<file path="src/rtl/fpga_wb_initiator.sv">
// Burst Wishbone initiator: each beat is its own CYC/STB cycle, followed by a one-cycle idle gap.
// Optional ACK timeout is built when FPGA_WB_INITIATOR_TIMEOUT_EN is defined.
module fpga_wb_initiator #(
  parameter int ADDRWIDTH      = 9,
  parameter int DATAWIDTH      = 32,
  parameter int TIMEOUT_CYCLES = 255
) (
  input  logic                 WBs_CLK_i,
  input  logic                 WBs_RST_i,
  input  logic                 cmd_valid_i,
  output logic                 cmd_ready_o,
  input  logic                 cmd_we_i,
  input  logic                 cmd_fix_i,
  input  logic [ADDRWIDTH-1:0] cmd_adr_i,
  input  logic [3:0]           cmd_len_i,
  input  logic [3:0]           cmd_be_i,
  input  logic                 wdat_valid_i,
  input  logic [DATAWIDTH-1:0] wdat_i,
  output logic                 wdat_ready_o,
  output logic                 rsp_valid_o,
  output logic [DATAWIDTH-1:0] rsp_dat_o,
  output logic                 rsp_last_o,
  output logic                 done_o,
  output logic                 err_o,
  output logic [ADDRWIDTH-1:0] WBm_ADR_o,
  output logic                 WBm_CYC_o,
  output logic                 WBm_STB_o,
  output logic                 WBm_WE_o,
  output logic                 WBm_RD_o,
  output logic [3:0]           WBm_BYTE_STB_o,
  output logic [DATAWIDTH-1:0] WBm_DAT_o,
  input  logic [DATAWIDTH-1:0] WBm_DAT_i,
  input  logic                 WBm_ACK_i
);

  if (TIMEOUT_CYCLES < 1 || TIMEOUT_CYCLES > 255) begin : g_bad_timeout
    $error("TIMEOUT_CYCLES must be in 1..255");
  end

  typedef enum logic [1:0] {IDLE, WDAT, REQ, GAP} state_t;

  state_t                 state_q, state_d;
  logic [ADDRWIDTH-1:0]   adr_q, adr_d;
  logic [3:0]             cnt_q, cnt_d;
  logic                   we_q, we_d;
  logic                   fix_q, fix_d;
  logic [3:0]             be_q, be_d;
  logic [DATAWIDTH-1:0]   dat_q, dat_d;
  logic                   cyc_q, cyc_d;
  logic                   stb_q, stb_d;
  logic                   bwe_q, bwe_d;
  logic                   brd_q, brd_d;
  logic [3:0]             bbe_q, bbe_d;
  logic                   rsp_v_q, rsp_v_d;
  logic [DATAWIDTH-1:0]   rsp_d_q, rsp_d_d;
  logic                   rsp_l_q, rsp_l_d;
  logic                   done_q, done_d;
  logic                   cmd_rdy_q, cmd_rdy_d;
  logic                   wdat_rdy_q, wdat_rdy_d;
`ifdef FPGA_WB_INITIATOR_TIMEOUT_EN
  localparam logic [7:0] TMO_LAST = 8'(TIMEOUT_CYCLES - 1);
  logic [7:0]             tmo_q, tmo_d;
  logic                   err_q, err_d;
`endif

  always_ff @(posedge WBs_CLK_i or posedge WBs_RST_i) begin
    if (WBs_RST_i) begin
      state_q    <= IDLE;
      adr_q      <= '0;
      cnt_q      <= '0;
      we_q       <= 1'b0;
      fix_q      <= 1'b0;
      be_q       <= '0;
      dat_q      <= '0;
      cyc_q      <= 1'b0;
      stb_q      <= 1'b0;
      bwe_q      <= 1'b0;
      brd_q      <= 1'b0;
      bbe_q      <= '0;
      rsp_v_q    <= 1'b0;
      rsp_d_q    <= '0;
      rsp_l_q    <= 1'b0;
      done_q     <= 1'b0;
      cmd_rdy_q  <= 1'b0;
      wdat_rdy_q <= 1'b0;
`ifdef FPGA_WB_INITIATOR_TIMEOUT_EN
      tmo_q      <= '0;
      err_q      <= 1'b0;
`endif
    end else begin
      state_q    <= state_d;
      adr_q      <= adr_d;
      cnt_q      <= cnt_d;
      we_q       <= we_d;
      fix_q      <= fix_d;
      be_q       <= be_d;
      dat_q      <= dat_d;
      cyc_q      <= cyc_d;
      stb_q      <= stb_d;
      bwe_q      <= bwe_d;
      brd_q      <= brd_d;
      bbe_q      <= bbe_d;
      rsp_v_q    <= rsp_v_d;
      rsp_d_q    <= rsp_d_d;
      rsp_l_q    <= rsp_l_d;
      done_q     <= done_d;
      cmd_rdy_q  <= cmd_rdy_d;
      wdat_rdy_q <= wdat_rdy_d;
`ifdef FPGA_WB_INITIATOR_TIMEOUT_EN
      tmo_q      <= tmo_d;
      err_q      <= err_d;
`endif
    end
  end

  always_comb begin
    state_d = state_q;
    adr_d   = adr_q;
    cnt_d   = cnt_q;
    we_d    = we_q;
    fix_d   = fix_q;
    be_d    = be_q;
    dat_d   = dat_q;
    rsp_v_d = 1'b0;
    rsp_d_d = rsp_d_q;
    rsp_l_d = 1'b0;
    done_d  = 1'b0;
`ifdef FPGA_WB_INITIATOR_TIMEOUT_EN
    tmo_d   = tmo_q;
    err_d   = 1'b0;
`endif

    case (state_q)
      IDLE: begin
        if (cmd_valid_i && cmd_rdy_q) begin
          adr_d   = cmd_adr_i;
          cnt_d   = cmd_len_i;
          we_d    = cmd_we_i;
          fix_d   = cmd_fix_i;
          be_d    = cmd_be_i;
          state_d = cmd_we_i ? WDAT : REQ;
        end
      end
      WDAT: begin
        if (wdat_valid_i && wdat_rdy_q) begin
          dat_d   = wdat_i;
          state_d = REQ;
        end
      end
      REQ: begin
        if (WBm_ACK_i) begin
          state_d = GAP;
          if (!we_q) begin
            rsp_v_d = 1'b1;
            rsp_d_d = WBm_DAT_i;
            rsp_l_d = (cnt_q == 4'd0);
          end
        end
`ifdef FPGA_WB_INITIATOR_TIMEOUT_EN
        else if (tmo_q == TMO_LAST) begin
          // Abandon the whole command, not just this beat.
          state_d = IDLE;
          done_d  = 1'b1;
          err_d   = 1'b1;
        end else begin
          tmo_d = tmo_q + 8'd1;
        end
`endif
      end
      GAP: begin
        if (cnt_q == 4'd0) begin
          done_d  = 1'b1;
          state_d = IDLE;
        end else begin
          cnt_d   = cnt_q - 4'd1;
          if (!fix_q) adr_d = adr_q + ADDRWIDTH'(1);
          state_d = we_q ? WDAT : REQ;
        end
      end
      default: state_d = IDLE;
    endcase

    // Bus controls follow the next state so they are registered and stable through REQ.
    cyc_d      = (state_d == REQ);
    stb_d      = (state_d == REQ);
    bwe_d      = (state_d == REQ) &&  we_d;
    brd_d      = (state_d == REQ) && !we_d;
    bbe_d      = (state_d == REQ) ? be_d : 4'd0;
    cmd_rdy_d  = (state_d == IDLE);
    wdat_rdy_d = (state_d == WDAT);
`ifdef FPGA_WB_INITIATOR_TIMEOUT_EN
    if (state_d == REQ && state_q != REQ) tmo_d = '0;
`endif
  end

  assign cmd_ready_o    = cmd_rdy_q;
  assign wdat_ready_o   = wdat_rdy_q;
  assign rsp_valid_o    = rsp_v_q;
  assign rsp_dat_o      = rsp_d_q;
  assign rsp_last_o     = rsp_l_q;
  assign done_o         = done_q;
  assign WBm_ADR_o      = adr_q;
  assign WBm_CYC_o      = cyc_q;
  assign WBm_STB_o      = stb_q;
  assign WBm_WE_o       = bwe_q;
  assign WBm_RD_o       = brd_q;
  assign WBm_BYTE_STB_o = bbe_q;
  assign WBm_DAT_o      = dat_q;
`ifdef FPGA_WB_INITIATOR_TIMEOUT_EN
  assign err_o          = err_q;
`else
  assign err_o          = 1'b0;
`endif

endmodule

</file>
<file path="config.mk">
export PLATFORM = sky130hd
export DESIGN_NAME = fpga_wb_initiator
export DESIGN_NICKNAME = d
export VERILOG_FILES = /design/src/rtl/fpga_wb_initiator.sv
export SDC_FILE = /design/constraint.sdc
export NUM_CORES = 1
export LEC_CHECK = 0
export BUFFER_PORTS_ARGS = -buffer_cell sky130_fd_sc_hd__buf_2
export CORE_MARGIN = 5
export CORE_UTILIZATION = 51
export DETAILED_ROUTE_END_ITERATION = 8
export PLACE_DENSITY_LB_ADDON = 0.05
export SETUP_SLACK_MARGIN = 0.3
export SYNTH_ARGS = -nofsm -noshare
export SYNTH_HDL_FRONTEND = slang
export SYNTH_SLANG_ARGS = --single-unit
</file>
<file path="constraint.sdc">
create_clock -name WBs_CLK_i -period 8.6 [get_ports WBs_CLK_i]
set_input_delay 0.86 -clock WBs_CLK_i [delete_from_list [all_inputs] [get_ports WBs_CLK_i]]
set_output_delay 0.86 -clock WBs_CLK_i [all_outputs]
set_load 0.03 [all_outputs]
</file>
==> metrics.txt <==
status complete, no violations; origin of the critical flop-to-flop path state_q[1]$_DFF_PP0_; number of synthesized register bits 97; fin nets 566; Clock Sink Count 97; Post-CTS Setup Bufs 0; largest net degree at the start of global routing 51; Placed Instances 567; Top Ports 175; Reg power frac 37.8%; cts bufs inserted 9; Arr. time, crit path 2590 ps; Max Fclk 0.428 GHz; Avg Cell Area, Syn 13.4 um2; endpoint class of the critical path register; critical path peak fanout 11; Total Routed Length 9640 um; WL per Instance 16.5 um; worst setup margin 6260 ps; Hold EP be_q[2]$_DFF_PP0_; pre-CTS setup slack 5960 ps; Post-Syn Area 4060 um2; count of antenna-violating nets left after detailed routing 0; antenna diode count 0; Peak VDD IR 0.000198 V; Max Cap Violations 0; Yosys cell types 48; Crit Path Category register to register; fin crit period 2340 ps; cells on worst reg2reg path 4; root buf cell clkbuf_8; die area 9850 um2; Hold Path Depth 2; final core occ 66.7%; Max Slew Vio Count 0; Iter 0 DRT Violations 83; H-tree levels 3; clk_skew 9.90 ps; Worst Hold Slack 471 ps; DP Area 4980 um2; # hold bufs at CTS 0; Clk Latency, worst-skew pair 360 ps; Syn Inst Count 304; Cell Int Power 1.12 mW; antenna violations before repair 0; Max Root-Sink Buffers 2; Comb power frac 49.2%; layout cells sized above 1 57.0%; ys async rst share 100%; RSZ-0062 raised after global routing false; vias 2992; Reg clk slew, reported paths 90 ps; DR vias/cell 5.13; final-report hold violation count 0; Leakage 2.64 nW; fillers 605; Initial Util 52.6%; pin slew with the least headroom to its limit 1050 ps; P&R area growth vs syn 26.9%; required time of the critical path 8860 ps; core area 7730 um2; GRT overflow 0; Finished Cell Area 5150 um2; worst hold-check path type register to register; reg2reg end WBm_ADR_o[1]$_DFFE_PP0P_; Clk network pwr share 13.0%; Final Wtd Congestion 0.823; crit path launch type register; sw power 0.932 mW; GRT Util Overall 19.9%; # resized after CTS 0; Detailed Routing Iterations Pass 1 4; max_slew headroom 28.8%; Detail Placement HPWL 7200 um; min-delay src be_q[2]$_DFF_PP0_; row cnt 32; total negative slack 0 ps; Finished Layout Cells 583; first-pass GRT wire length 15400 um; Final period util 27.2%; Seq/Total Area, Yosys 59.8%; Die W 99.2 um; r2r setup slk 6260 ps; Pwr Total 2.05 mW; Mapped Nets 394; # setup viols final 0; DRC viols 0; I/O Buffers 173; YS warnings 0; Pwr Density 398 nW/um2; number of global-route vias before repair 3042; Synth Flop Type dfrtp_1; CTS tree yes; number of flops mapped to enable cells by yosys 0; chip height 99.2 um; switching share of total power 45.4%
layer usage:
metal  global-route usage [%]  vias up  part of all wire [%]  routed length [um]
met5                        0        -                     0                   0
met4                     8.09        0                   1.7                 167
met3                     5.26       15                   7.8                 752
met2                     31.1      129                    49                4690
met1                     26.6     1430                    42                4030
li1                         -     1418                     -                   -
cells in the final DEF (no fill, tap or decap), types with 4 or more instances in the layout:
master and count:
nand3_1 8, nor3b_2 5, mux2_2 64, a21oi_1 9, inv_1 4, o21ai_0 8
nor2_1 15, clkbuf_8 9, buf_2 173, dfrtp_1 97, nand2_1 30
cell usage after synthesis (2+ instances only):
master / count / area, um2
and2_1: 3 / 18.8
nor3_1: 3 / 15.0
buf_6: 3 / 33.8
nor3b_2: 5 / 62.6
buf_2: 7 / 35.0
and3_1: 2 / 12.5
mux2_2: 64 / 721
nor2_1: 15 / 56.3
a311oi_1: 2 / 17.5
o21ai_0: 8 / 40.0
a2bb2oi_1: 3 / 26.3
inv_1: 5 / 18.8
dfrtp_1: 97 / 2430
ha_1: 2 / 25.0
a22o_1: 3 / 26.3
nand2_1: 30 / 113
buf_4: 4 / 30.0
a21oi_1: 9 / 45.0
nand4_1: 3 / 18.8
nand3_1: 8 / 40.0
area by class of cell:
cell class	instances	area, um2	area share, %
Timing Repair Buffer	176	888	17.2
Tap cell	102	128	2.48
Clock inverter	5	40.0	0.777
Multi-Input combinational cell	187	1520	29.5
Sequential cell	97	2430	47.1
Clock buffer	11	131	2.55
Inverter	5	21.3	0.413
worst max-delay path: stages (launching register included):
cell and delay [ps]:
dfrtp_1 540, nor4bb_2 980, a21oi_4 130, a21oi_2 260
mux2_4 320
cells by family (layout without fill, tap and decap cells):
| logic type | after synthesis | in the layout | synth area share, % |
|---|---|---|---|
| buf+inv | 20 | 197 | 2.99 |
| other cells | 1 | 1 | 0.0923 |
| simple gates | 83 | 83 | 11.5 |
| flops | 97 | 97 | 59.8 |
| compound gates | 36 | 36 | 6.90 |
| mux | 65 | 65 | 18.1 |
| fa+ha+maj | 2 | 2 | 0.616 |
power groups by stage:
stage	registers [mW]	clock network (mW)	logic [mW]
final	0.777	0.266	1.01
after floorplan	1.10	0	0.419
after global placement	0.776	0	1.00
after CTS	0.776	0.273	1.02
after detailed placement	0.785	0	1.02
after global routing	0.807	0.292	1.08
worst max path at each step:
stage / start / to / slack, ps
2_1_floorplan: WBs_RST_i / WBm_ADR_o[0]$_DFFE_PP0P_ / 5210
3_3_place_gp: cmd_valid_i / WBm_ADR_o[1]$_DFFE_PP0P_ / 6040
3_5_place_dp: cmd_valid_i / WBm_ADR_o[1]$_DFFE_PP0P_ / 5960
4_1_cts: state_q[1]$_DFF_PP0_ / WBm_ADR_o[1]$_DFFE_PP0P_ / 6250
5_1_grt: state_q[1]$_DFF_PP0_ / WBm_ADR_o[1]$_DFFE_PP0P_ / 6130
6_report: state_q[1]$_DFF_PP0_ / WBm_ADR_o[1]$_DFFE_PP0P_ / 6260
flip-flops by register name, summed over array words and instances, names as in the netlist:
register	cells
wdat_ready_o	1
we_q	1
fix_q	1
WBm_RD_o	1
WBm_BYTE_STB_o	4
cnt_q	4
rsp_last_o	1
WBm_ADR_o	9
state_q	2
WBm_STB_o	1
WBm_DAT_o	32
cmd_ready_o	1
WBm_WE_o	1
rsp_dat_o	32
be_q	4
rsp_valid_o	1
done_o	1
Power figures use the tool's default switching activity.
